`config.mk`:
```
export PLATFORM = sky130hd
export DESIGN_NAME = step_sequencer
export DESIGN_NICKNAME = d
export VERILOG_FILES = /design/src/rtl/step_sequencer.sv
export SDC_FILE = /design/constraint.sdc
export NUM_CORES = 1
export LEC_CHECK = 0
export CORE_UTILIZATION = 49
export DETAILED_ROUTE_END_ITERATION = 12
export PLACE_DENSITY = 0.78
export SKIP_CTS_REPAIR_TIMING = 1
export SLEW_MARGIN = 20
export SYNTH_ARGS = -nofsm -noshare
export SYNTH_HDL_FRONTEND = slang
export SYNTH_SLANG_ARGS = --single-unit
```
`constraint.sdc`:
```
create_clock -name clk -period 2.15 [get_ports clk]
set_input_delay 0.43 -clock clk [delete_from_list [all_inputs] [get_ports clk]]
set_output_delay 0.43 -clock clk [all_outputs]
set_load 0.02 [all_outputs]
```
`src/rtl/step_sequencer.sv`:
```
// step_sequencer: owns the control unit's step counter and supervises
// run / pause / halt / fault sequencing. It also counts retired instructions.
module step_sequencer #(
  parameter int STEP_W      = 4,
  parameter int FETCH_STEPS = 5,
  parameter int MAX_STEP    = 12,
  parameter int CNT_W       = 16
) (
  input  logic              clk,
  input  logic              rst_n,
  input  logic              sc_inc,
  input  logic              sc_reset,
  input  logic              halt_req,
  input  logic              start,
  input  logic              resume,
  input  logic              single_mode,
  input  logic              step_req,
  input  logic              clear,
  output logic [STEP_W-1:0] step,
  output logic              fetch_phase,
  output logic              running,
  output logic              halted,
  output logic              fault,
  output logic [1:0]        fault_code,
  output logic [CNT_W-1:0]  instr_count
);

  typedef enum logic [2:0] {IDLE, RUN, PAUSE, HALTED, FAULT} state_t;

  localparam logic [1:0] FC_NONE  = 2'b00;
  localparam logic [1:0] FC_WDOG  = 2'b01;
  localparam logic [1:0] FC_RSTF  = 2'b10;
  localparam logic [1:0] FC_HALTF = 2'b11;

  localparam logic [STEP_W-1:0] FETCH_L = STEP_W'(FETCH_STEPS);
  localparam logic [STEP_W:0]   MAX_L   = (STEP_W+1)'(MAX_STEP);

  state_t            state;
  logic [STEP_W:0]   step_nxt;

  // Step decode: the first FETCH_STEPS steps belong to instruction fetch.
  assign fetch_phase = (step < FETCH_L);
  // Widened by one bit so that the watchdog compare never wraps.
  assign step_nxt    = {1'b0, step} + 1'b1;

  // Sequencer FSM; step, status flags and counter all update with the state.
  always_ff @(posedge clk or negedge rst_n) begin
    if (!rst_n) begin
      state       <= IDLE;
      step        <= '0;
      running     <= 1'b0;
      halted      <= 1'b0;
      fault       <= 1'b0;
      fault_code  <= FC_NONE;
      instr_count <= '0;
    end else begin
      case (state)
        IDLE: begin
          step <= '0;
          if (start) begin
            state   <= RUN;
            running <= 1'b1;
          end
        end
        RUN: begin
          if (halt_req && !fetch_phase) begin
            state   <= HALTED;
            running <= 1'b0;
            halted  <= 1'b1;
          end else if (halt_req) begin
            state      <= FAULT;
            running    <= 1'b0;
            fault      <= 1'b1;
            fault_code <= FC_HALTF;
          end else if (sc_reset && fetch_phase) begin
            state      <= FAULT;
            running    <= 1'b0;
            fault      <= 1'b1;
            fault_code <= FC_RSTF;
          end else if (sc_reset) begin
            step        <= '0;
            instr_count <= instr_count + 1'b1;
            if (single_mode) begin
              state   <= PAUSE;
              running <= 1'b0;
            end
          end else if (sc_inc) begin
            // Watchdog: step keeps its pre-increment value when it trips.
            if (step_nxt == MAX_L) begin
              state      <= FAULT;
              running    <= 1'b0;
              fault      <= 1'b1;
              fault_code <= FC_WDOG;
            end else begin
              step <= step_nxt[STEP_W-1:0];
            end
          end
        end
        PAUSE: begin
          step <= '0;
          if (step_req || !single_mode) begin
            state   <= RUN;
            running <= 1'b1;
          end
        end
        HALTED: begin
          // PC already advanced during fetch, so restart at step 0.
          if (resume) begin
            state   <= RUN;
            step    <= '0;
            halted  <= 1'b0;
            running <= 1'b1;
          end
        end
        FAULT: begin
          if (clear) begin
            state      <= IDLE;
            step       <= '0;
            fault      <= 1'b0;
            fault_code <= FC_NONE;
          end
        end
        default: begin
          state   <= IDLE;
          step    <= '0;
          running <= 1'b0;
          halted  <= 1'b0;
          fault   <= 1'b0;
        end
      endcase
    end
  end

endmodule

```
== Word level (Yosys, flattened, before mapping) ==
Cells that the tools add are included.
Word-level totals
  output and inout port bits: 26
  register bits: 28
  logic and storage cells: 104
  input port bits: 10
Operators by class
  mux-type cells: 51
  reduce and logical (&&, ||, !) cells: 16
  bitwise logic cells: 6
  add/subtract/negate cells: 2
  magnitude comparators: 1
  equality and inequality tests: 21
Operators by type and width (number)
  $mux W3: 11
  $mux W4: 8
  $reduce_and A7 Y1: 3
  $mux W1: 19
  $ne A6 B6 Y1 const B: 3
  $add A16 B1 Y16 const B: 1
  $ne A2 B2 Y1 const B: 8
  $pmux W3 S5: 1
  $mux W2: 7
  $ne A4 B4 Y1 const B: 3
  $pmux W4 S3: 1
  $reduce_and A6 Y1: 2
  $eq A3 B2 Y1 const B: 2
  $ne A3 B3 Y1 const B: 2
  $not A1 Y1: 6
  $pmux W1 S3: 2
  $reduce_or A3 Y1: 2
  $add A4 B1 Y5 const B: 1
  $eq A5 B4 Y1 const B: 1
  $pmux W1 S5: 1
  $reduce_and A5 Y1: 1
  $lt A4 B3 Y1 const B: 1
  $pmux W2 S2: 1
  $eq A3 B1 Y1 const B: 1
  other kinds (7): 9

== Depth between registers and ports, before layout ==
  depth after elaboration: 9
  depth in mapped cells: 9
  mapped depth without buffers: 8

== Worst setup path after synthesis ==
No wires, ideal clock.
  kind: reg-to-reg
  start: register step[0]
  end: register instr_count[13]
  buffers on the path: 1
  arrival: 1.875 ns
  stages on the path, launching flop included: 10
  setup time: 0.129 ns
  period minus slack after synthesis: 2.004 ns
  path slack: 0.146 ns
  cells stage by stage: dfrtp_1 inv_1 ha_1 nor2b_1 o31ai_1 nor3_4 and4_1 buf_4 nand4_1 xnor2_1
On the way
  longest elaborated chain between the ends: 5
  elaborated cells between the ends (all ways): 7
  those cells by class: 1 x order compare; 2 x bitwise; 4 x reduce/logical
Ends and longest elaborated chain
  start, declared: line 19  | output logic [STEP_W-1:0] step,
  start signal, assigned: line 95  | step <= step_nxt[STEP_W-1:0];
  $lt A4 B3 Y1 *: line 42  | assign fetch_phase = (step < FETCH_L);
  $logic_not A1 Y1: line 66  | if (halt_req && !fetch_phase) begin
  $logic_and A1 B1 Y1: line 66
  $not A1 Y1 (no source line)
  $reduce_and A5 Y1 (no source line) *
  end signal, assigned: line 82  | instr_count <= instr_count + 1'b1;
  end, declared: line 25  | output logic [CNT_W-1:0] instr_count
Mark *: on every way between the ends. The rest lies on a longest branch, timed or not.
A chain may end at the register's enable or synchronous reset.

== Final worst setup path ==
  start: register step[0]
  end: register fault_code[1]
On the way
  longest elaborated chain between the ends: 6
  elaborated cells between the ends (all ways): 15
  those cells by class: 1 x add/sub; 1 x order compare; 5 x eq/ne; 4 x mux; 4 x reduce/logical
Ends and longest elaborated chain
  branches (longest 6 deep; another with $add A4 B1 Y5)
  end signal, assigned: line 54  | fault_code <= FC_NONE;
  end signal, assigned: line 74  | fault_code <= FC_HALTF;
  end signal, assigned: line 79  | fault_code <= FC_RSTF;
  end, declared: line 24  | output logic [1:0] fault_code,
Parallel ways; which one is timed is not known. The select of a mux whose other input is x is not followed.

==> results <==
-- how the worst max path moves through the flow --
stage	start	to	cells after the start
after floorplan	step[0]	instr_count[13]	9
after global placement	halt_req	instr_count[15]	8
after detailed placement	halt_req	instr_count[7]	8
after CTS	step[1]	fetch_phase	5
after global routing	step[1]	instr_count[7]	9
final	step[0]	fault_code[1]	8
-- flip-flops by register name, summed over array words and instances, names as in the netlist --
| register | cells |
|---|---|
| instr_count | 16 |
| step | 4 |
| fault | 1 |
| running | 1 |
| fault_code | 2 |
| state | 3 |
| halted | 1 |
-- routing by layer --
| layer | vias up | routed length (µm) |
|---|---|---|
| met1 | 616 | 1600 |
| met3 | 5 | 168 |
| met2 | 39 | 1610 |
| li1 | 640 | - |
| met5 | - | 0 |
| met4 | 0 | 39 |
-- placed cells by master, fill, tap and decap left out, drive strengths merged --
cell type and count:
or3 2, dfrtp 28, bufinv 1, and3 5, inv 10, nor3b 2
a22o 3, xnor2 14, nor4b 1, ha 4, nor2b 3, o31ai 2
clkbuf 3, nor4 1, clkdlybuf4s50 34, nand2b 1, o21a 3, and4 2
buf 16, nand4 3, o211ai 1, nand2 13, a211o 1, a21oi 8
mux2 5, o311ai 1, dlymetal6s2s 1, nor3 6, a2bb2oi 1, o2bb2ai 1
o21ai 7, a31oi 4, nor2 9, nand3 6, xor2 2
-- report_power, final --
group | switching, mW | internal (mW)
sequential | 0.0691 | 0.610
clock | 0.157 | 0.189
combinational | 0.342 | 0.339
-- cell usage after synthesis (all sizes together) (2+ instances only) --
library cell / instances / share of area (%)
dfrtp: 28 / 46
nor3: 6 / 2.7
xor2: 2 / 1.2
o31ai: 2 / 0.99
and4: 2 / 1.2
or3: 2 / 0.83
a22o: 3 / 1.7
nor2b: 3 / 1.2
nand2: 13 / 3.2
inv: 10 / 2.5
nor2: 9 / 2.2
clkbuf: 4 / 0.99
nand4: 3 / 1.2
xnor2: 14 / 8.1
mux2: 5 / 3.7
and3: 5 / 2.1
a31oi: 4 / 1.7
a21oi: 8 / 2.6
nor3b: 2 / 0.99
ha: 4 / 3.3
nand3: 6 / 2.0
o21ai: 7 / 2.3
buf: 3 / 1.2
o21a: 3 / 1.5
-- kinds of logic after synthesis --
kind of cell    after synthesis  synth area share (%)
compound gates               32                  13.6
xor+xnor                     16                  9.26
fa+ha+maj                     4                  3.31
buf+inv                      17                  4.63
flops                        28                  46.3
mux                           5                  3.72
simple gates                 54                  19.1
-- layout make-up --
cell class | instances | area, µm² | share of cell area, %
inverter | 10 | 37.5 | 1.82
sequential | 28 | 701 | 33.9
multi-input combinational | 111 | 762 | 36.9
timing repair buffer | 51 | 473 | 22.9
tap | 31 | 38.8 | 1.88
clock buffer | 3 | 22.5 | 1.09
clock inverter | 1 | 30.0 | 1.45
-- through the flow --
step | std cells | setup WS (ps) | hold slack [ps] | total power, mW
floorplan | 156 | 146 | 134 | 1.08
global placement | 230 | -1.96 | 461 | 1.35
detailed placement | 230 | -34.8 | 473 | 1.36
CTS | 234 | -291 | 464 | 1.71
global route | 235 | -5.29 | 480 | 1.82
finish | 235 | 121 | 455 | 1.70
==> results.md <==
- Fillers: 221
- R2R Path Start: step[0]
- PortBufs: 35
- Crit-path slowest cell: dfrtp_1
- EDFF count, synth: 0
- Setup crit end kind: flip-flop
- Maxcap violations: 0
- RD Place Congestion: 0.920
- Syn Inst Count: 156
- # IOs: 36
- Tcrit/Tclk final: 94.4%
- Final Core Density: 73.0%
- Register-to-Register Setup Slack: 120 ps
- Crit-path cells: buf_4 -> ha_1 -> nor2b_1 -> mux2_2 -> nor4b_2 -> nor3_1 -> a211o_1 -> a22o_1
- CP arrival: 2270 ps
- HP Class: in2async
- Largest net degree at the start of global routing: 29
- Worst Max-Slew Pin Slew: 409 ps
- Global-route wire length before repair: 5.51 mm
- Root buffer cell: clkbuf_4
- Vias in the first global route: 1,213
- Clock buffer depth: 2
- DR iter-0 viols: 54
- Num Clock Sinks: 28
- DRC viols: 2
- Slew Viols, Final: 0
- Drt total wl: 3.42 mm
- Met3 Use GR: 2.49%
- H-tree Lvls: 1
- Power density over the cells: 826 nW/µm²
- Routed Antenna Nets: 0
- Avg WL per Cell: 14.5 µm
- Synth warn: 0
- Peak VDD IR: 0.626 mV
- Endpoints failing setup: 0
- Bufs and invs on worst path: 1
- R2R depth: 8
- Final hold violations: 0
- GRT Max-Usage Layer: met2
- Initial core utilization: 53.5%
- Async S/R FF share, synth: 100%
- Fmax: 493 MHz
- Rel. slew slack: 72.7%
- Total CTS buffers: 3
- Grt total ovfl: 0
- Syn_nets: 170
- GRT Total Usage: 21.7%
- Vias post-DR: 1,300
- Dpl cell area: 1980 µm²
- Row count: 19
- Via/cell ratio: 5.53
- Final nets: 219
- Chip Width: 57.6 µm
- Yosys reg bits: 28
- Met1 Use GR: 30.6%
- Largest delay contributor family on the critical path: compound AO/OA/AOI/OAI gates
- Mapped Area: 1510 µm²
- Min cycle time layout: 2030 ps
- ANT cells: 0
- Clock Skew: 1.58 ps
- Die Ht: 57.6 µm
- Skew-Pair Late Insertion Delay: 330 ps
- Crit path required time: 2390 ps
- Crit path largest cell delay: 420 ps
- Top_reg_cell synth: dfrtp_1
- CTS tree: yes
- Post-DP HPWL: 2.50 mm
- Fraction of layout cells with a size suffix above 1: 15.7%
- Outcome: finished, violations left
- Area Overhead vs Synth: 36.5%
- Crit path max fanout: 5
- CP startpoint kind: flip-flop
- Initial antenna violation count: 0
- P_leak: 0.902 nW
- Clock-pin slew on the worst setup and hold paths: 150 ps
- Setup Crit Path Kind: reg2reg
- Die area: 3310 µm²
- Count of different cell masters after synthesis: 35
- Failing checks: design-rule violations
- Syn Area/Cell: 9.70 µm²
- Core Box Area: 2830 µm²
- Worst r2r dst: fault_code[1]
- Setup TNS Final: 0 ps
- Design area: 2060 µm²
- Met2 usage: 34.4%
- Post-synthesis sequential area ratio: 46.3%
- First drt pass iteration count: 8
Power figures use the tool's default switching activity.
